## src/rtl/pipe_pkg.sv

```systemverilog
// Shared pipeline-boundary definitions for the Beta core: payload layouts per stage
// boundary, bubble encodings and the stage-register occupancy states.
package pipe_pkg;

  localparam int unsigned IFID_W        = 67;
  localparam int unsigned IFID_PC_LSB   = 35;
  localparam int unsigned IFID_RA2SEL   = 34;
  localparam int unsigned IFID_ASEL     = 33;
  localparam int unsigned IFID_BSEL     = 32;
  localparam int unsigned IFID_SXTC_LSB = 0;

  localparam int unsigned IDEX_W      = 128;
  localparam int unsigned IDEX_PC_LSB = 96;
  localparam int unsigned IDEX_A_LSB  = 64;
  localparam int unsigned IDEX_B_LSB  = 32;
  localparam int unsigned IDEX_IR_LSB = 0;

  localparam int unsigned EXMEM_W      = 128;
  localparam int unsigned EXMEM_PC_LSB = 96;
  localparam int unsigned EXMEM_Y_LSB  = 64;
  localparam int unsigned EXMEM_D_LSB  = 32;
  localparam int unsigned EXMEM_IR_LSB = 0;

  localparam int unsigned MEMWB_W      = 96;
  localparam int unsigned MEMWB_PC_LSB = 64;
  localparam int unsigned MEMWB_Y_LSB  = 32;
  localparam int unsigned MEMWB_IR_LSB = 0;

  // ADD(R31, R31, R31): architectural no-op used as the bubble instruction
  localparam logic [31:0] BETA_NOP = 32'h83FF_F800;

  localparam logic [IFID_W-1:0]  IFID_NOP  = '0;
  localparam logic [IDEX_W-1:0]  IDEX_NOP  = {96'h0, BETA_NOP};
  localparam logic [EXMEM_W-1:0] EXMEM_NOP = {96'h0, BETA_NOP};
  localparam logic [MEMWB_W-1:0] MEMWB_NOP = {64'h0, BETA_NOP};

  typedef enum logic [1:0] {
    OCC_EMPTY = 2'd0,
    OCC_MAIN  = 2'd1,
    OCC_FULL  = 2'd2
  } occ_state_e;

  function automatic logic [IFID_W-1:0] ifid_pack(input logic [31:0] pc,
                                                  input logic        ra2sel,
                                                  input logic        asel,
                                                  input logic        bsel,
                                                  input logic [31:0] sxtc);
    return {pc, ra2sel, asel, bsel, sxtc};
  endfunction

endpackage

```

## src/rtl/pipe_skid_buf.sv

```systemverilog
// Single overflow entry with valid flag; catches the payload accepted while the
// downstream register is stalled.
module pipe_skid_buf #(
  parameter int unsigned DATA_W = 67
) (
  input  logic              clk,
  input  logic              rst_n,
  input  logic              flush_i,
  input  logic              load_i,
  input  logic              pop_i,
  input  logic [DATA_W-1:0] data_i,
  output logic [DATA_W-1:0] data_o,
  output logic              valid_o
);

  logic [DATA_W-1:0] data_q, data_d;
  logic              valid_q, valid_d;

  always_comb begin
    data_d  = data_q;
    valid_d = valid_q;
    if (flush_i || pop_i) begin
      valid_d = 1'b0;
    end else if (load_i) begin
      valid_d = 1'b1;
      data_d  = data_i;
    end
  end

  always_ff @(posedge clk or negedge rst_n) begin
    if (!rst_n) begin
      data_q  <= '0;
      valid_q <= 1'b0;
    end else begin
      data_q  <= data_d;
      valid_q <= valid_d;
    end
  end

  assign data_o  = data_q;
  assign valid_o = valid_q;

endmodule

```

## src/rtl/pipe_stage_reg.sv

```systemverilog
// Pipeline stage register with valid/ready handshake, synchronous flush and an
// optional two-entry skid buffer that decouples in_ready from out_ready.
module pipe_stage_reg
  import pipe_pkg::*;
#(
  parameter int unsigned       DATA_W    = IFID_W,
  parameter logic [DATA_W-1:0] RESET_VAL = '0,
  parameter logic [DATA_W-1:0] NOP_VAL   = '0,
  parameter int unsigned       SKID      = 1
) (
  input  logic              clk,
  input  logic              rst_n,
  input  logic              flush,
  input  logic              in_valid,
  output logic              in_ready,
  input  logic [DATA_W-1:0] in_data,
  output logic              out_valid,
  input  logic              out_ready,
  output logic [DATA_W-1:0] out_data,
  output logic [1:0]        occupancy
);

  logic [DATA_W-1:0] main_q, main_d;
  logic              out_valid_q, out_valid_d;
  logic [1:0]        occ_q, occ_d;

  always_ff @(posedge clk or negedge rst_n) begin
    if (!rst_n) begin
      main_q      <= RESET_VAL;
      out_valid_q <= 1'b0;
      occ_q       <= 2'd0;
    end else begin
      main_q      <= main_d;
      out_valid_q <= out_valid_d;
      occ_q       <= occ_d;
    end
  end

  assign out_data  = main_q;
  assign out_valid = out_valid_q;
  assign occupancy = occ_q;

  if (SKID == 0) begin : g_single
    logic in_ready_c;

    // Ready whenever the register is empty or being drained this cycle
    assign in_ready_c = ~out_valid_q | out_ready;
    assign in_ready   = in_ready_c;

    always_comb begin
      main_d      = main_q;
      out_valid_d = out_valid_q;
      if (flush) begin
        main_d      = NOP_VAL;
        out_valid_d = 1'b0;
      end else if (in_ready_c) begin
        out_valid_d = in_valid;
        if (in_valid) main_d = in_data;
      end
      occ_d = {1'b0, out_valid_d};
    end

    a_occ_single : assert property (@(posedge clk) disable iff (!rst_n) occ_q <= 2'd1);

  end else begin : g_skid
    occ_state_e        state_q, state_d;
    logic              in_ready_q, in_ready_d;
    logic              accept_c, drain_c;
    logic              skid_load_c, skid_pop_c;
    logic [DATA_W-1:0] skid_data;
    logic              skid_valid;

    assign accept_c = in_valid & in_ready_q;
    assign drain_c  = out_valid_q & out_ready;
    assign in_ready = in_ready_q;

    pipe_skid_buf #(.DATA_W(DATA_W)) u_skid (
      .clk     (clk),
      .rst_n   (rst_n),
      .flush_i (flush),
      .load_i  (skid_load_c),
      .pop_i   (skid_pop_c),
      .data_i  (in_data),
      .data_o  (skid_data),
      .valid_o (skid_valid)
    );

    always_ff @(posedge clk or negedge rst_n) begin
      if (!rst_n) begin
        state_q    <= OCC_EMPTY;
        in_ready_q <= 1'b0;
      end else begin
        state_q    <= state_d;
        in_ready_q <= in_ready_d;
      end
    end

    // Occupancy FSM; the main register always holds the oldest entry
    always_comb begin
      state_d     = state_q;
      main_d      = main_q;
      skid_load_c = 1'b0;
      skid_pop_c  = 1'b0;
      if (flush) begin
        state_d = OCC_EMPTY;
        main_d  = NOP_VAL;
      end else begin
        unique case (state_q)
          OCC_EMPTY: begin
            if (accept_c) begin
              main_d  = in_data;
              state_d = OCC_MAIN;
            end
          end
          OCC_MAIN: begin
            if (accept_c && drain_c) begin
              main_d = in_data;
            end else if (accept_c) begin
              skid_load_c = 1'b1;
              state_d     = OCC_FULL;
            end else if (drain_c) begin
              state_d = OCC_EMPTY;
            end
          end
          OCC_FULL: begin
            if (drain_c) begin
              main_d     = skid_data;
              skid_pop_c = 1'b1;
              state_d    = OCC_MAIN;
            end
          end
          default: state_d = OCC_EMPTY;
        endcase
      end
      out_valid_d = (state_d != OCC_EMPTY);
      in_ready_d  = (state_d != OCC_FULL);
      occ_d       = 2'(state_d);
    end

    a_occ_skid  : assert property (@(posedge clk) disable iff (!rst_n) occ_q <= 2'd2);
    a_skid_full : assert property (@(posedge clk) disable iff (!rst_n)
                                   (state_q == OCC_FULL) == skid_valid);
  end

endmodule

```

## config.mk

```make
export PLATFORM = sky130hd
export DESIGN_NAME = pipe_stage_reg
export DESIGN_NICKNAME = d
export VERILOG_FILES = /design/src/rtl/pipe_pkg.sv /design/src/rtl/pipe_skid_buf.sv /design/src/rtl/pipe_stage_reg.sv
export SDC_FILE = /design/constraint.sdc
export NUM_CORES = 1
export LEC_CHECK = 0
export CAP_MARGIN = 20
export CORE_ASPECT_RATIO = 1.5
export CORE_MARGIN = 2
export CORE_UTILIZATION = 55
export DETAILED_ROUTE_END_ITERATION = 8
export DONT_BUFFER_PORTS = 1
export HOLD_SLACK_MARGIN = 0.05
export PLACE_DENSITY = 0.7
export SYNTH_ARGS = -nofsm -noshare
export SYNTH_HDL_FRONTEND = slang
export SYNTH_SLANG_ARGS = --single-unit
```

## constraint.sdc

```tcl
create_clock -name clk -period 2.1 [get_ports clk]
set_input_delay 0.42 -clock clk [delete_from_list [all_inputs] [get_ports clk]]
set_output_delay 0.42 -clock clk [all_outputs]
set_load 0.02 [all_outputs]
```

==> results of run 1 <==
logic make-up (layout without fill, tap and decap cells):
family                     after synthesis  after routing
DFF                                    138            138
muxes                                  134            134
AOI/OAI and AO/OA                       78             78
and+or+nand+nor                         74             74
buffers and inverters                   41             50
adders and majority gates                4              4
xor gates and xnor gates                 1              1
power by group:
| group | total (uW) | internal [uW] | switching, uW |
|---|---|---|---|
| sequential | 4510 | 3600 | 906 |
| clock | 2770 | 1630 | 1130 |
| combinational | 1830 | 1010 | 820 |
| total | 9100 | 6240 | 2860 |
sequential cells by signal, summed over array words and instances (netlist names):
signal                count
in_ready                  1
out_valid                 1
g_skid.state_q            2
out_data                 67
g_skid.u_skid.data_o     67
final cells by class:
class	count	area, sq um
fillers	866	4080
flip-flops and latches	138	3450
multi-input cells	291	2500
clock buffers	19	433
repair buffers	14	210
well taps	147	184
clock inverters	13	121
inverters	4	15.0
timing repair:
action / in CTS / in global routing
buffers inserted: 0 / 1
resized for setup: 0 / 1
hold endpoints to repair: 143 / 144
endpoints found under the setup margin: 0 / 40
hold buffers: 1 / 3
synthesized netlist by cell type (2+ instances only):
master,n,share of area
mux2_2,67,0.12
mux2i_1,67,0.11
a2bb2oi_1,2,0.0028
dfrtp_1,138,0.56
buf_4,4,0.0049
clkbuf_1,10,0.0061
a211oi_2,22,0.044
buf_6,10,0.018
inv_1,4,0.0024
a21oi_1,2,0.0016
nand2_1,3,0.0018
nor2_1,68,0.041
ha_1,4,0.0081
a211oi_1,46,0.056
buf_2,11,0.0089
placed cells by master, fill, tap and decap left out, types with 4 or more instances in the layout:
cell type      Yosys  routed
dfrtp_1          138     138
nor2_1            68      68
mux2i_1           67      67
mux2_2            67      67
a211oi_1          46      46
a211oi_2          22      22
clkbuf_16          0      17
buf_12             0       6
clkinvlp_4         0       5
inv_1              4       4
dlygate4sd3_1      0       4
through the flow:
stage                     total power, uW  worst slack (ns)
after floorplan                      6030           0.00381
after global placement               6220             0.200
after detailed placement             6360            0.0237
after CTS                            9150            0.0148
after global routing                 9610          -0.00333
final                                9100             0.144
worst max-delay path by stage:
stage,endpoint,cells past startpoint
CTS,out_data[55],7
finish,out_data[55],8
floorplan,out_data[28],8
global route,out_data[57],8
detailed placement,out_data[55],7
global placement,out_data[5],7
metal layers:
layer | GRT usage | vias to the layer above
met2 | 0.342 | 99
met3 | 0.0820 | 9
li1 | - | 1695
met1 | 0.242 | 1832
met4 | 0.0812 | 0
met5 | 0 | -
==> results, run 1 <==
- The number of sinks on the clock net is 138.
- The count of placed standard cells in the final layout, fillers left out is 626.
- The cell area that synthesis handed to floorplanning was 0.00619 sq mm.
- The net count reported at finish is 542.
- The total half-perimeter wirelength after legalization and detailed placement is 7400 um.
- The Yosys step of the flow raised 0 warnings.
- The maximum vdd drop is 745 uV.
- The worst setup slack for register-to-register paths is 0.14 ns.
- Summed over all layers, the global routing overflow is 0.
- From synthesis to final layout, the design area changed by 11.9%.
- On the final layout, the worst hold slack is -0.297 ns.
- The largest single stage delay on the critical path is 0.41 ns.
- In the global route stage, overall resource usage came out at 0.207.
- Dividing total power by cell area gives a power density of 1320 mW/mm^2.
- TritonCTS created 17 clock buffers.
- The die covers 0.0121 sq mm.
- The number of cells after detailed placement is 589.
- Buffers placed on the I/O ports in this run total 0.
- For this configuration, the core starts out at a cell density of 0.563.
- The arrival time of data at the critical path endpoint is 2.26 ns.
- The floorplan step set the die width to 90.6 um.
- The final hold violation count was 138.
- After detailed routing, the average wire length per cell comes to 19.1 um.
- The final core utilization is 0.629.
- Tracing the worst setup path back leads to its startpoint at g_skid.state_q[1].
- The endpoint of the most critical register-to-register path is out_data[55].
- Of the synthesized area, sequential elements account for 0.558.
- The number of global-route vias before repair was 3772.
- The first-pass GRT wire length is 19700 um.
- The compound-gate portion of the synthesized area is 0.112.
- The violation count after the first detailed-route iteration is 128.
- In this run the cell area measured after placement is 0.00630 sq mm.
- The post-synthesis adder-cell area fraction is 0.00809.
- Summed over all failing endpoints, the final setup total negative slack is 0 ns.
- The level count of the clock H-tree is 4.
- The clock latency on the worst-skew pair is 0.41 ns.
- 0 antenna diodes ended up in the layout.
- The overall die height is 134 um.
- Of the total synthesized cell area, the portion taken by AND, OR, NAND and NOR gates is 0.0483.
- In the final layout, the share of cells above drive strength 1 is 0.276.
- After synthesis, the largest family of logic cells by area is multiplexers.
- Routed signal wires occupy layers up through met4.
- In this run the standard cell core region covers 0.0110 sq mm.
- The post-synthesis share of cell area spent on xor and xnor gates is 0.00142.
- The tree is rooted in a clkbuf_16.
- The sum of routed wire segments on met1 is 4680 um.
- When the netlist entered floorplanning its net count stood at 546.
- For this block, the via count after detailed routing is 3635.
- The peak fanout along the critical path is 54.
- The number of violations of the max-capacitance limit is 0.
- The maximum number of pins on one net before global-route repair is 139.
- After clock tree synthesis, the clock-pin slew on the worst setup and hold paths is 0.06 ns.
- The cell family contributing the most delay on the critical path is buffers and inverters.
- The worst path buffer plus inverter count is 3.
- The worst setup path is captured at a flop.
- Between clock sinks in the finished design, the worst skew comes to 0.00890 ns.
- Of the available clock period, the critical path in the final layout requires 0.931.
- After synthesis, the share of flip-flops with an asynchronous set or reset is 1.00.
- The min-delay analysis places its worst path in the category in2async.
- For this design the top-level I/O count stands at 143.
- The kind of critical path is reg2reg.
- The analysis attributes to cell leakage a power of 0.00282 uW.
- The clock period minus final worst setup slack is 1.96 ns.
- After synthesis the netlist holds a flip-flop and latch count of 138.
- The library cell contributing the largest single delay on the critical path is dfrtp_1.
- The number of search-and-repair iterations in the first detailed-routing pass is 4.
- The number of different library cells used by synthesis comes to 27.
- The final routed wirelength across all metal layers is 12000 um.
- The count of final setup violators is 0.
- The amount of wire on met2 after detailed routing is 6230 um.
- The number of synthesized flops with an enable pin is 0.
- The residual DRC count is 0.
- Row generation in the floorplan step produced 47 rows.
- The mux contribution to synthesized area is 0.230.
- The reg-to-reg critical path startpoint is g_skid.state_q[1].
- The count of final max-slew check failures came to 0.
- The critical path goes through inv_1 > ha_1 > a2bb2oi_1 > nor3_4 > buf_12 > buf_16 > nor2_1 > a211oi_1.
- Based on the critical path, the design can be clocked at up to 0.511 GHz.
- The worst pin sits at a relative slew slack of 0.658.
- TritonCTS built the clock tree.
- The number of antenna violations at the first check in global routing is 0.
- The weighted congestion at the end of routability-driven global placement is 0.759.
- The data required time at the worst endpoint is 2.41 ns.
- The predominant post-synthesis flop cell is dfrtp_1.
- The number of cells on the worst reg-to-reg path is 8.
- The slew of the pin with the lowest slew margin is 0.514 ns.
- The sort of element at the start of the critical path is a flop.
- The summed area of non-filler cells in the final layout is 0.00692 sq mm.
- In this run the remaining antenna-violating nets after routing total 0.
- The run finished, with violations left.
- The maximum root-to-sink buffer count is 2.
- The mean post-synth cell area is 13.2 sq um.
- The checks that failed: negative hold slack.
- Counting every instance in the synthesized netlist gives 470.
- Detailed routing placed a total of 894 um of wire on met3.
- Dividing the detail-routed via count by the number of cells gives 5.81.
Note: power is estimated with default switching activity, not from simulation.
==> run 2: changes to the inputs <==
--- a/config.mk
+++ b/config.mk
@@ -15,4 +15,5 @@
 export PLACE_DENSITY = 0.7
 export SYNTH_ARGS = -nofsm -noshare
 export SYNTH_HDL_FRONTEND = slang
+export SYNTH_HIERARCHICAL = 1
 export SYNTH_SLANG_ARGS = --single-unit
==> run 2 against run 1 <==
The run still ends with negative hold slack left. Final cell count up 0.80%. First-iteration DRC count up 12%. Routed wire length up 12%. Maximum frequency down 2.0%. Global-route usage up 0.56 points. Non-clock buffer count up 4. Design area up 3.5%. Clock power up 14%. Register-to-register slack worse by 0.04 ns. Worst hold slack about the same. Synthesized cell count up 0.21%. Clock skew down 0.0021 ns. Critical endpoint is now out_data[26]. Highest routed layer unchanged.
==> results, run 2 <==
- At the worst endpoint, the arrival time is 2.24 ns.
- The clock latency on the worst-skew pair is 0.41 ns.
- TritonCTS built the clock tree.
- The count of final max-slew check failures is 0.
- The share of total power dissipated in combinational logic is 0.206.
- The fill cell total of the finished layout is 854.
- The number of antenna violations at the first check in global routing is 0.
- In the final routed layout, each cell accounts on average for 21.1 um.
- The run finished, with violations left.
- The residual DRC count is 0.
- The kind of end point of the critical path is a flop.
- Counting both buffers and inverters, the worst setup path holds a total of 3.
- The repair_antennas step left the layout with diodes totalling 0.
- The final routed wirelength across all metal layers is 13300 um.
- The floorplan has 47 rows.
- Of the total power, the clock network draws 0.327.
- The count of final setup violators is 0.
- Relative to the synthesized area, the layout overhead comes to 14.0%.
- The first global-routing pass estimated 20500 um of wire.
- The total half-perimeter wirelength after legalization and detailed placement is 7880 um.
- The cell that appears most often on the critical path is buf_6.
- The slew of the pin with the lowest slew margin is 1.02 ns.
- The maximum number of pins on one net before global-route repair is 139.
- The cell area that synthesis handed to floorplanning was 0.00628 sq mm.
- In this run the power density over the cells is 1350 mW/mm^2.
- The number of violations of the max-capacitance limit is 0.
- The floorplan die area is 0.0123 sq mm.
- The number of sinks on the clock net is 138.
- The relative max-transition margin is 0.315.
- The worst path in the final design needs a cycle of 1.99 ns, including I/O delays and setup.
- The number of global-route vias before repair is 4019.
- The number of synthesis warnings is 6.
- The die is 91.2 um wide.
- The share of total power dissipated in sequential elements is 0.466.
- Synthesis produced 471 cells.
- The total net switching power is 2980 uW.
- Dividing the final minimum period by the clock period gives 0.950.
- Before antenna repair, the detailed router went through 4 iterations.
- The number of vias per cell after detailed routing is 5.94.
- The critical path is of the reg2reg type.
- Across all hold checks on the routed design, the worst slack comes to -0.297 ns.
- The worst clock skew is 0.00681 ns.
- Port buffering added 0 buffers.
- Summing over every cut layer, the via total after detailed routing is 3747.
- The data required time at the worst endpoint is 2.34 ns.
- The cell sitting at the root of the clock tree is a clkbuf_16.
- The final hold violation count is 138.
- In this run the worst path has a maximum fanout of 37.
- Setup repair after global routing left no endpoint under its margin.
- IR analysis of the VDD net gives a maximum drop of 752 uV.
- The library cell used most frequently in the layout, excluding fill and tap cells, is dfrtp_1.
- The die is 135 um tall.
- The largest single stage delay on the critical path is 0.39 ns.
- The mean post-synth cell area is 13.3 sq um.
- CTS built an H-tree with a depth of 4.
- The final reports fail on negative hold slack.
- The library cell contributing the largest single delay on the critical path is dfrtp_2.
- The maximum root-to-sink buffer count is 2.
- The path class of the tightest hold or removal check is in2async.
- The detailed router finished its first iteration with 143 violations.
- The register clock-pin slew on the reported worst setup and hold paths is 0.06 ns.
- The cell-internal power is 6670 uW.
- The initial utilization of the core area, before any placement, comes to 0.568.
- For this design the static power due to leakage is 0.00295 uW.
- The overall power of the completed layout is 9650 uW.
- Buffers inserted during clock tree synthesis total 17.
- The remaining antenna violation count is 0.
- On the critical path the largest part of the delay comes from buffers and inverters.
- The net count reported at finish is 547.
- The placeable core region is 0.0111 sq mm.
- For this run the aggregate overflow at the end of global routing stands at 0.
- The maximum clock rate is 0.501 GHz.
- The worst setup path is launched from a flop.
- The combined global-route utilization of all metal layers is 0.212.
- When the netlist entered floorplanning its net count stood at 547.
- During I/O placement, the number of pins put on the boundary was 143.
- The share of layout cells above drive strength 1 is 0.291.
- At the end of routability-driven placement, the weighted congestion stood at 0.761.
- The signal on the critical path passes through inv_2 > ha_4 > a21boi_2 > a2111oi_4 > buf_6 > buf_6 > a211oi_2.
- The library cells used most frequently in the layout, excluding fill and tap cells, are dfrtp_1, nor2_1, mux2i_1.
- Of the total power, the share spent switching nets is 0.309.
## run 2: layout make-up
type / count / area (sq um) / share of cell area
clock buffer: 23 / 508 / 0.0709
clock inverter: 9 / 134 / 0.0187
inverter: 2 / 7.51 / 0.00105
multi-input combinational: 294 / 2640 / 0.369
sequential: 138 / 3460 / 0.483
tap: 147 / 184 / 0.0257
timing repair buffer: 18 / 228 / 0.0318
## run 2: repair_timing
action | 4_1_cts | 5_1_grt
cloned | 0 | 2
buffers inserted | 0 | 1
pin swaps | 0 | 1
resized for setup | 4 | 3
hold endpoints to repair | 138 | 151
setup endpoints to repair | 8 | 67
## run 2: final timing paths
kind / slack, ns / cells past startpoint / startpoint / to
setup / recovery: 0.11 / 7 / g_skid.state_q[0] / out_data[26]
setup reg to reg: 0.11 / 7 / g_skid.state_q[0] / out_data[26]
min in group clk: 0.08 / 1 / flush / out_data[13]
hold reg to reg: 0.48 / 1 / g_skid.u_skid/data_o[51] / g_skid.u_skid/data_o[51]
hold / removal: -0.30 / 0 / rst_n / out_data[21]
max in group asynchronous: 2.19 / 0 / rst_n / out_data[37]
## run 2: power groups by stage
stage               clock (uW)  combinational (uW)  sequential [uW]
global route              3340                2190             4620
global placement             0                1760             4490
CTS                       3230                1870             4510
floorplan                    0                1750             4370
finish                    3160                1990             4500
detailed placement           0                1860             4540
## run 2: through the flow
| stage | std cells | setup slack [ns] | area [sq um] | util | setup TNS, ns |
|---|---|---|---|---|---|
| 6_report | 631 | 0.105 | 7160 | 0.648 | 0 |
| 3_3_place_gp | 594 | 0.0834 | 6430 | 0.581 | 0 |
| 2_1_floorplan | 471 | -0.153 | 6410 | - | -14.94 |
| 4_1_cts | 626 | 0.0142 | 7080 | 0.640 | 0 |
| 3_5_place_dp | 594 | -0.0142 | 6430 | 0.581 | -0.0243 |
| 5_1_grt | 631 | 0.00691 | 7160 | 0.648 | 0 |
## run 2: routing by layer
metal	vias up	global-route usage	part of all wire
met3	11	0.0792	0.062
met2	99	0.343	0.52
met1	1936	0.264	0.40
met4	0	0.0732	0.012
li1	1701	-	-
met5	-	0	0
==> run 3: changes to the inputs <==
--- a/config.mk
+++ b/config.mk
@@ -13,6 +13,7 @@
 export DONT_BUFFER_PORTS = 1
 export HOLD_SLACK_MARGIN = 0.05
 export PLACE_DENSITY = 0.7
+export SKIP_CTS_REPAIR_TIMING = 1
 export SYNTH_ARGS = -nofsm -noshare
 export SYNTH_HDL_FRONTEND = slang
 export SYNTH_HIERARCHICAL = 1
==> run 3 against run 2 <==
The run still ends with negative hold slack left. Critical path depth increased by 1. Largest power group unchanged. Setup slack got worse by 0.019 ns. Final cell count decreased by 0.32%.
==> results, run 3 (synthesis results as in run 2) <==
- The min-delay analysis places its worst path in the category in2async.
- The pre-antenna-repair detailed-routing pass consisted of 5 iterations.
- The leading cell type in the layout, fill and taps excluded is dfrtp_1.
- The number of global-route vias before repair was 4023.
- The first global-routing pass estimated 20500 um of wire.
- The maximum vdd drop is 751 uV.
- The arrival time of data at the critical path endpoint is 2.32 ns.
- The final routed wirelength across all metal layers is 12900 um.
- Entering global routing, the biggest net connects 139 pins.
- Traced cell by cell, the critical path runs through inv_2 > ha_4 > a21boi_2 > a2111oi_4 > buf_6 > buf_16 > nor2_1 > a211oi_1.
- In this run the standard cell core region covers 0.0111 sq mm.
- The number of violations of the max-capacitance limit is 0.
- The post-placement cell area is 0.00643 sq mm.
- The checks that failed: negative hold slack.
- The final hold slack is -0.297 ns.
- At the end of routability-driven placement, the weighted congestion stood at 0.761.
- The remaining antenna violation count is 0.
- The clock latency on the worst-skew pair is 0.41 ns.
- 0 antenna diodes ended up in the layout.
- No sink is reached through more buffers than the 2 on the longest clock path.
- The width of the die is 91.2 um.
- The number of sinks on the clock net is 138.
- The number of vias per cell after detailed routing is 5.91.
- The net count reported at finish is 545.
- STA classifies the critical path startpoint as a flop.
- The clock period minus final worst setup slack is 2.01 ns.
- The worst setup slack for register-to-register paths is 0.09 ns.
- The relative area change from synthesis to final layout is 13.3%.
- The overall power of the completed layout is 9570 uW.
- The initial utilization of the core area, before any placement, comes to 0.568.
- In the final routed layout, each cell accounts on average for 20.5 um.
- The level count of the clock H-tree is 4.
- Summed over all layers, the global routing overflow is 0.
- The count of final setup violators is 0.
- The slew of the pin with the lowest slew margin is 0.991 ns.
- For the final database, setup skew stands at 0.00742 ns.
- The flow ran to the end, but the final reports show violations.
- The final clock period utilization by the worst path is 0.959.
- In this run the static leakage power is 0.00293 uW.
- The share of layout cells above drive strength 1 is 0.284.
- Setup repair after global routing could not meet its margin everywhere.
- The number of vias in the routed layout is 3719.
- From bottom edge to top edge, the die measures 135 um.
- The number of port buffers is 0.
- The library cell contributing the largest single delay on the critical path is dfrtp_2.
- The power density over the cells is 1350 mW/mm^2.
- The count of final max-slew check failures came to 0.
- The standard-cell row count is 47.
- The number of clock buffers added by TritonCTS is 17.
- The maximum clock rate is 0.497 GHz.
- The count of placed standard cells in the final layout, fillers left out is 629.
- The final hold violation count is 138.
- In the layout the commonest cells are dfrtp_1, nor2_1, mux2i_1.
- The residual DRC count is 0.
- The critical path in this run is classified as reg2reg.
- Data on the critical path is required at its endpoint by 2.40 ns.
- TritonCTS built the clock tree.
- Measured against its own limit, the worst slew margin works out to 0.337.
- The floorplan step defined a die boundary enclosing 0.0123 sq mm.
- In this run the worst path has a maximum fanout of 60.
- For this run, the slowest stage of the critical path takes 0.39 ns.
- The fill cell total of the finished layout is 848.
- The number of primary I/O pins is 143.
- The number of placed instances, taps included, is 594.
- The sum of negative setup slack is 0 ns.
- The path depth of the worst reg2reg path is 8.
- After clock tree synthesis, the clock-pin slew on the worst setup and hold paths is 0.06 ns.
- After routing the design area is 0.00711 sq mm.
- The kind of end point of the critical path is a flop.
- The number of antenna violations at the first check in global routing is 0.
- The total half-perimeter wirelength after legalization and detailed placement is 7880 um.
- For this run, the total global-route usage over all layers was measured as 0.212.
- The library cell used as clock root buffer is clkbuf_16.
- The violation count after the first detailed-route iteration is 168.
==> run 3: cell count changes in the layout (fill, tap and decap cells not counted) <==
cell / previous run / this run
a21boi_0: 1 / 2
clkbuf_16: 19 / 18
a211oi_2: 32 / 30
nor2_1: 68 / 69
dlygate4sd3_1: 2 / 1
a21boi_1: 1 / 0
a211oi_1: 35 / 37
nor2_2: 1 / 0
==> run 3: per-stage QoR <==
step / util / worst slack [ns]
after global routing: 0.643 / -0.0165
after detailed placement: 0.581 / -0.0142
final: 0.643 / 0.0860
after global placement: 0.581 / 0.0834
after floorplan: - / -0.153
after CTS: 0.639 / -0.0299
==> run 3: metal layers <==
layer | wire length, um | part of all wire | track usage
met5 | 0 | 0 | 0
met2 | 6730 | 0.52 | 0.344
met4 | 167 | 0.013 | 0.0732
met1 | 5110 | 0.40 | 0.263
met3 | 875 | 0.068 | 0.0798
==> run 3: report_power, final <==
| part | switching, uW | internal (uW) | total, uW |
|---|---|---|---|
| Sequential | 934 | 3560 | 4500 |
| Clock | 1100 | 2060 | 3160 |
| Combinational | 903 | 1010 | 1910 |
| Total | 2930 | 6640 | 9570 |
==> run 3: critical path: cells and delay by family, from the launching register on <==
family / cells / cell delay (ns)
AOI/OAI and AO/OA: 3 / 0.76
buffers and inverters: 3 / 0.50
adders and majority gates: 1 / 0.17
and+or+nand+nor: 1 / 0.07
DFF: 1 / 0.39
==> run 3: cell type report <==
class                      instances  area [sq um]  share of cell area
clock buffer                      23           508              0.0714
clock inverter                     9           134              0.0188
inverter                           2          7.51             0.00106
multi-input combinational        294          2630               0.370
sequential                       138          3460               0.486
tap                              147           184              0.0259
timing repair buffer              16           193              0.0271
==> run 3: worst paths after layout <==
kind | from | endpoint
max in group asynchronous | rst_n | g_skid.state_q[0]
hold reg to reg | g_skid.u_skid/data_o[51] | g_skid.u_skid/data_o[51]
setup / recovery | g_skid.state_q[0] | out_data[47]
setup reg to reg | g_skid.state_q[0] | out_data[47]
hold / removal | rst_n | out_data[21]
min in group clk | flush | out_data[10]
